### config.mk
export PLATFORM = sky130hd
export DESIGN_NAME = decode_stage
export DESIGN_NICKNAME = d
export VERILOG_FILES = /design/src/rtl/decode_stage.sv
export SDC_FILE = /design/constraint.sdc
export NUM_CORES = 1
export LEC_CHECK = 0
export CAP_MARGIN = 0
export CORE_MARGIN = 2
export CORE_UTILIZATION = 38
export DETAILED_ROUTE_END_ITERATION = 7
export PLACE_DENSITY = 0.88
export SYNTH_ARGS = -nofsm -noshare
export SYNTH_HDL_FRONTEND = slang
export SYNTH_SLANG_ARGS = --single-unit
### constraint.sdc
create_clock -name clock -period 1.45 [get_ports clock]
set_input_delay 0.145 -clock clock [delete_from_list [all_inputs] [get_ports clock]]
set_output_delay 0.145 -clock clock [all_outputs]
set_load 0.02 [all_outputs]
### src/rtl/decode_stage.sv
// RV32I/RV64I registered decode stage with valid/ready handshakes on both sides.
// Define DECODE_SKID_BUFFER_EN for a skid-buffered variant whose in_ready has no path from out_ready.
module decode_stage #(
    parameter int XLEN = 32
) (
    input  logic            clock,
    input  logic            reset,
    input  logic            flush,
    input  logic            in_valid,
    output logic            in_ready,
    input  logic [31:0]     in_instruction,
    input  logic [XLEN-1:0] in_pc,
    output logic            out_valid,
    input  logic            out_ready,
    output logic [6:0]      out_opcode,
    output logic [2:0]      out_funct3,
    output logic [6:0]      out_funct7,
    output logic [4:0]      out_rs1,
    output logic [4:0]      out_rs2,
    output logic [4:0]      out_rd,
    output logic [XLEN-1:0] out_immediate,
    output logic [2:0]      out_imm_type,
    output logic            out_illegal,
    output logic [XLEN-1:0] out_pc
);

    localparam bit IS_RV64 = (XLEN == 64);

    localparam logic [2:0] IMM_R = 3'd0;
    localparam logic [2:0] IMM_I = 3'd1;
    localparam logic [2:0] IMM_S = 3'd2;
    localparam logic [2:0] IMM_B = 3'd3;
    localparam logic [2:0] IMM_U = 3'd4;
    localparam logic [2:0] IMM_J = 3'd5;

    typedef struct packed {
        logic [6:0]      opcode;
        logic [2:0]      funct3;
        logic [6:0]      funct7;
        logic [4:0]      rs1;
        logic [4:0]      rs2;
        logic [4:0]      rd;
        logic [XLEN-1:0] immediate;
        logic [2:0]      imm_type;
        logic            illegal;
        logic [XLEN-1:0] pc;
    } beat_t;

    logic signed [31:0] imm32;
    logic [2:0]         imm_type;
    logic               illegal;
    beat_t              dec_beat;
    beat_t              out_beat;

    // Every format fits a signed 32-bit value; widening to XLEN is one sign-extending cast.
    always_comb begin
        // NOTE: defaults first so no path through this block can infer a latch.
        imm32    = '0;
        imm_type = IMM_R;
        illegal  = 1'b0;
        if (in_instruction[1:0] != 2'b11) begin
            illegal = 1'b1;
        end else begin
            case (in_instruction[6:0])
                7'b0110111, 7'b0010111: begin
                    imm32    = {in_instruction[31:12], 12'b0};
                    imm_type = IMM_U;
                end
                7'b1101111: begin
                    imm32    = {{12{in_instruction[31]}}, in_instruction[19:12], in_instruction[20],
                                in_instruction[30:21], 1'b0};
                    imm_type = IMM_J;
                end
                7'b1100011: begin
                    imm32    = {{20{in_instruction[31]}}, in_instruction[7], in_instruction[30:25],
                                in_instruction[11:8], 1'b0};
                    imm_type = IMM_B;
                end
                7'b0100011: begin
                    imm32    = {{20{in_instruction[31]}}, in_instruction[31:25], in_instruction[11:7]};
                    imm_type = IMM_S;
                end
                7'b1100111, 7'b0000011, 7'b0010011, 7'b0001111, 7'b1110011: begin
                    imm32    = {{20{in_instruction[31]}}, in_instruction[31:20]};
                    imm_type = IMM_I;
                end
                7'b0110011: imm_type = IMM_R;
                7'b0011011: begin
                    if (IS_RV64) begin
                        imm32    = {{20{in_instruction[31]}}, in_instruction[31:20]};
                        imm_type = IMM_I;
                    end else begin
                        illegal = 1'b1;
                    end
                end
                7'b0111011: illegal = !IS_RV64;
                default:    illegal = 1'b1;
            endcase
        end
    end

    always_comb begin
        dec_beat.opcode    = in_instruction[6:0];
        dec_beat.funct3    = in_instruction[14:12];
        dec_beat.funct7    = in_instruction[31:25];
        dec_beat.rs1       = in_instruction[19:15];
        dec_beat.rs2       = in_instruction[24:20];
        dec_beat.rd        = in_instruction[11:7];
        dec_beat.immediate = XLEN'(imm32);
        dec_beat.imm_type  = imm_type;
        dec_beat.illegal   = illegal;
        dec_beat.pc        = in_pc;
    end

`ifdef DECODE_SKID_BUFFER_EN
    beat_t skid_beat;
    logic  skid_valid;

    // A full skid entry is the only backpressure, so in_ready is independent of out_ready.
    assign in_ready = !skid_valid && !reset && !flush;

    always_ff @(posedge clock) begin
        if (reset) begin
            // NOTE: payload registers are reset too, since all outputs must read zero after reset.
            out_valid  <= 1'b0;
            out_beat   <= '0;
            skid_valid <= 1'b0;
            skid_beat  <= '0;
        end else if (flush) begin
            out_valid  <= 1'b0;
            skid_valid <= 1'b0;
        end else if (!out_valid || out_ready) begin
            // in_ready is low whenever the skid entry is full, so no input collides with the refill.
            if (skid_valid) begin
                out_beat   <= skid_beat;
                out_valid  <= 1'b1;
                skid_valid <= 1'b0;
            end else if (in_valid && in_ready) begin
                out_beat  <= dec_beat;
                out_valid <= 1'b1;
            end else begin
                out_valid <= 1'b0;
            end
        end else if (in_valid && in_ready) begin
            skid_beat  <= dec_beat;
            skid_valid <= 1'b1;
        end
    end
`else
    assign in_ready = !reset && !flush && (!out_valid || out_ready);

    always_ff @(posedge clock) begin
        if (reset) begin
            // NOTE: payload registers are reset too, since all outputs must read zero after reset.
            out_valid <= 1'b0;
            out_beat  <= '0;
        end else if (flush) begin
            out_valid <= 1'b0;
        end else if (in_valid && in_ready) begin
            out_valid <= 1'b1;
            out_beat  <= dec_beat;
        end else if (out_ready) begin
            out_valid <= 1'b0;
        end
    end
`endif

    assign out_opcode    = out_beat.opcode;
    assign out_funct3    = out_beat.funct3;
    assign out_funct7    = out_beat.funct7;
    assign out_rs1       = out_beat.rs1;
    assign out_rs2       = out_beat.rs2;
    assign out_rd        = out_beat.rd;
    assign out_immediate = out_beat.immediate;
    assign out_imm_type  = out_beat.imm_type;
    assign out_illegal   = out_beat.illegal;
    assign out_pc        = out_beat.pc;

endmodule

-- After elaboration in Yosys (flattened, before gate mapping)
Cells that the tools add are included.
- add/subtract/negate cells: 0
- multipliers: 0
- divide/modulo/power cells: 0
- $lt $le $gt $ge: 0
- eq/ne operators: 12
- shift-type cells: 0
- mux-type cells: 8
- bitwise logic cells: 1
- reductions and logical operators: 13
- operators with widths (operator ; count):
    $pmux 32 s5 ; 1
    $mux 32 ; 1
    $eq 7x7->1 const B ; 4
    $eq 7x6->1 const B ; 3
    $pmux 3 s5 ; 1
    $eq 7x5->1 const B ; 2
    $reduce_or 11->1 ; 1
    $eq 7x2->1 const B ; 1
    $eq 7x4->1 const B ; 1
    $reduce_or 5->1 ; 1
    $mux 1 ; 4
    $reduce_or 2->1 ; 2
    $logic_and 1x1->1 ; 3
    $logic_not 1->1 ; 3
    $mux 3 ; 1
    $ne 2x2->1 const B ; 1
    $reduce_and 2->1 ; 1
    $reduce_bool 2->1 ; 1
    $logic_or 1x1->1 ; 1
    $not 1->1 ; 1
- bits in registers: 101
- bits in latches: 0
- memory bits (writable): 0
- bits in read-only memories: 0
- bits of input ports: 69
- output and inout bits: 102
- logic and storage cells: 45
- memories kept: 0

-- Logic depth before layout (Yosys ltp)
- depth after elaboration: 5
- mapped depth: 8
- mapped depth without buffers: 5

-- Worst setup path after synthesis
OpenSTA, ideal clock, no wires.
- kind: register -> register
- start: register out_valid
- end: register out_beat (netlist bit out_immediate[12])
- setup time: 67 ps
- arrival time: 1359 ps
- data required time: 1383 ps
- setup slack: 24 ps
- cell stages (with the launch flop): 6
- path buffers: 1
- period minus slack after synthesis: 1426 ps
- cells stage by stage: dfxtp_1 > nand2b_1 > nand3_2 > a311o_4 > buf_6 > o21ai_2
- longest elaborated chain between the ends: 5
- ends and longest elaborated chain (item ; RTL line ; text):
    start: declaration ; 13 ; output logic out_valid,
    start signal: assignment ; 155 ; out_valid <= 1'b0;
    start signal: assignment ; 158 ; out_valid <= 1'b0;
    start signal: assignment ; 160 ; out_valid <= 1'b1;
    $logic_not 1->1 ; 150 ; assign in_ready = !reset && !flush && (!out_valid || out_ready);
    $logic_or 1x1->1 ; 150 ;
    $logic_and 1x1->1 ; 150 ;
    $logic_and 1x1->1 ; 159 ; end else if (in_valid && in_ready) begin
    $reduce_and 2->1 (no source line) ; - ;
    end signal: assignment ; 161 ; out_beat <= dec_beat;
    end: declaration ; 53 ; beat_t out_beat;
Every way passes these cells.
A chain may end at the register's enable or synchronous reset.

-- Worst setup path after layout
- start: input in_instruction[4]
- end: register out_beat (netlist bit out_immediate[28])
- longest elaborated chain between the ends: 4
- elaborated cells between the ends (all ways): 14
- classes of those cells: eq/ne: 10; mux: 2; reduce/logical: 2
- ends and longest elaborated chain (item ; RTL line ; text):
    start: declaration ; 11 ; input logic [31:0] in_instruction,
    $eq 7x7->1, or another cell as far along ; 64 ; case (in_instruction[6:0])
    $reduce_or 5->1 or $reduce_or 2->1 (tied branches) ; 64 ;
    $pmux 32 s5 * ; 64 ;
    $mux 32 * ; 61 ; if (in_instruction[1:0] != 2'b11) begin
Every way passes the cells marked *; elsewhere a longest branch is shown, timed or not.

==> results.sh <==
export IMPL_outcome="finished clean"
export IMPL_fin_crit_sh_pct=96.1
export IMPL_min_period_ps=1390
export IMPL_cts_num_sinks=101
export IMPL_synth_area_um2=3930
export IMPL_routed_via_density=5.00
export IMPL_grtUsageTotal_pct=21.4
export IMPL_leakagePower_nw=2.70
export IMPL_async_flop_share_pct=0
export IMPL_fin_ws_ps=56.7
export IMPL_final_area_um2=6190
export IMPL_fmax_mhz=718
export IMPL_path_class="in -> reg"
export IMPL_cts_clk_slew_worst_paths_ps=110
export IMPL_p_int_mw=3.93
export IMPL_min_from="reset"
export IMPL_synth_nets=547
export IMPL_max_cap_viol_count=0
export IMPL_wirelength_um=12100
export IMPL_preCtsSetupSlack_ps=-566
export IMPL_hp_class="in -> reg"
export IMPL_final_common_cell="nand2_1"
export IMPL_n_antenna_cell=0
export IMPL_r2r_start="out_valid$_SDFFE_PP0P_"
export IMPL_fillers=910
export IMPL_slew_headroom_pct=65.1
export IMPL_clockBufferDepth=2
export IMPL_placed_area_um2=6050
export IMPL_hpwl_um=9100
export IMPL_nNetsFinal=737
export IMPL_crit_path_start="in_instruction[4]"
export IMPL_critPathMaxFanout=8
export IMPL_dr_total_vias=4044
export IMPL_grt_overflow_total=0
export IMPL_dieHeight_um=106
export IMPL_worst_hold_slack_ps=114
export IMPL_postCtsHoldBufs=0
export IMPL_syn_to_final_growth_pct=57.4
export IMPL_grt_setup_unrepaired="no"
export IMPL_ys_warn_count=0
export IMPL_combinationalPowerShare_pct=14.1
export IMPL_design_core_area_um2=10200
export IMPL_place_gp_congestion=0.993
export IMPL_ys_flop_type="dfxtp_1"
export IMPL_setup_tns_ps=0
export IMPL_grt_pass1_vias=3967
export IMPL_power_density_nw_per_um2=875
export IMPL_maxSlewViolCount=0
export IMPL_clk_latency_ps=370
export IMPL_seqPwrFrac_pct=52.9
export IMPL_first_pass_iters=4
export IMPL_rows=37
export IMPL_antenna_found_initial=1
export IMPL_grt_max_degree=52
export IMPL_synth_area_per_cell_um2=8.22
export IMPL_cts_tree="yes"
export IMPL_cts_buffers=9
export IMPL_wl_per_cell_um=15.0
export IMPL_ys_seq_area_share_pct=51.4
export IMPL_switching_share_pct=27.5
export IMPL_cp_arrival_ps=1690
export IMPL_drive_gt1_share_pct=15.0
export IMPL_io_pins=171
export IMPL_critPathCaptureType="flop"
export IMPL_drtIter0Drc=183
export IMPL_critical_path_required_ps=1750
export IMPL_setup_viol=0
export IMPL_grt_pass1_wl_um=19500
export IMPL_start_util_pct=38.6
export IMPL_ys_seq_elements=101
export IMPL_yosysUniqueCellTypes=44
export IMPL_fp_dieArea_um2=11200
export IMPL_finalPower_mw=5.41
export IMPL_vdd_drop_max_mv=0.685
export IMPL_clock_skew_ps=19.5
export IMPL_hold_viol_final=0
export IMPL_clockPowerShare_pct=33.0
export IMPL_synth_edff_count=0
export IMPL_cp_start_kind="input port"
export IMPL_final_cell_mix="nand2_1 (160), dlygate4sd2_1 (106), dfxtp_1 (100)"
export IMPL_numPortBuffers=170
export IMPL_p_sw_mw=1.49
export IMPL_root_buffer="clkbuf_8"
export IMPL_synthCells=478
export IMPL_h_tree_depth=3
export IMPL_drtAntennaViolNets=0
export IMPL_drc_errors=0
export IMPL_worstMarginPinSlew_ps=524
export IMPL_die_width_um=106
==> synthesized netlist by cell type (2+ instances only) <==
cell type	n	area (um2)
buf_6	3	33.8
nand2_1	160	601
o21ai_2	20	175
buf_2	8	40.0
clkbuf_1	22	82.6
o21ai_0	8	40.0
a211oi_1	3	22.5
and3_1	2	12.5
inv_1	4	15.0
dfxtp_1	101	2020
nand3_1	2	10.0
nor2_1	6	22.5
a21oi_1	92	460
buf_4	2	15.0
a22o_1	6	52.6
nor2b_1	2	12.5
o32ai_1	2	17.5
a31oi_1	3	18.8
a22oi_1	6	45.0
and3b_1	2	17.5
==> what timing repair did <==
action | 4_1_cts | 5_1_grt
pin swaps | 1 | 1
setup endpoints to repair | 134 | 9
gates resized for setup | 119 | 2
buffers inserted | 1 | 0
gates cloned | 1 | 0
==> path summary, 6_finish.rpt <==
path,end,slack (ps),depth (start not counted)
worst min register to register,out_pc[28]$_SDFFE_PP0P_,460,2
worst max-delay path,out_immediate[28]$_SDFFE_PP0P_,60,6
worst min-delay path,out_valid$_SDFFE_PP0P_,110,3
worst max register to register,out_immediate[28]$_SDFFE_PP0P_,100,5
==> stage by stage <==
stage / cells / utilization (%)
5_1_grt: 809 / 60.7
2_1_floorplan: 478 / -
6_report: 809 / 60.7
3_5_place_dp: 791 / 59.4
3_3_place_gp: 791 / 59.4
4_1_cts: 809 / 60.7
==> critical path, stage by stage <==
cell           delay (ps)
dlygate4sd2_1         320
and4bb_2              330
o21bai_2              100
a311o_4               480
buf_4                 180
o21ai_0               140
==> sequential cells by signal, indices dropped and copies added (netlist names) <==
register,flops
out_funct3,3
out_funct7,7
out_illegal,1
out_imm_type,3
out_immediate,32
out_opcode,7
out_pc,32
out_rd,5
out_rs1,5
out_rs2,5
out_valid,1
==> kinds of logic (layout without fill, tap and decap cells) <==
family,Yosys count,after routing,synth area share [%]
and+or+nand+nor,187,187,19.9
DFF,101,101,51.4
AOI/OAI and AO/OA,149,149,23.6
xor gates and xnor gates,1,1,0.223
buffers and inverters,40,235,4.84
==> area by class of cell <==
class / count / area (um2) / share of cell area, %
multi-input cells: 337 / 1770 / 28.6
well taps: 136 / 170 / 2.75
clock inverters: 6 / 65.1 / 1.05
inverters: 4 / 15.0 / 0.243
clock buffers: 10 / 138 / 2.22
flip-flops and latches: 101 / 2020 / 32.7
repair buffers: 215 / 2000 / 32.4
==> layer usage <==
metal / wire length, um / GRT usage, % / vias up
met1: 4820 / 25.1 / 1884
met2: 6220 / 38.2 / 148
met4: 221 / 6.58 / 2
li1: - / - / 1992
met3: 838 / 5.75 / 18
met5: 13 / 0 / -
==> power groups by stage <==
stage | Sequential [mW] | Clock (mW) | Combinational, mW
CTS | 2.87 | 1.83 | 0.761
finish | 2.87 | 1.79 | 0.761
floorplan | 3.01 | 0 | 0.245
global placement | 2.93 | 0 | 0.778
global route | 2.88 | 1.96 | 0.817
detailed placement | 2.93 | 0 | 0.798
Power figures use the tool's default switching activity.
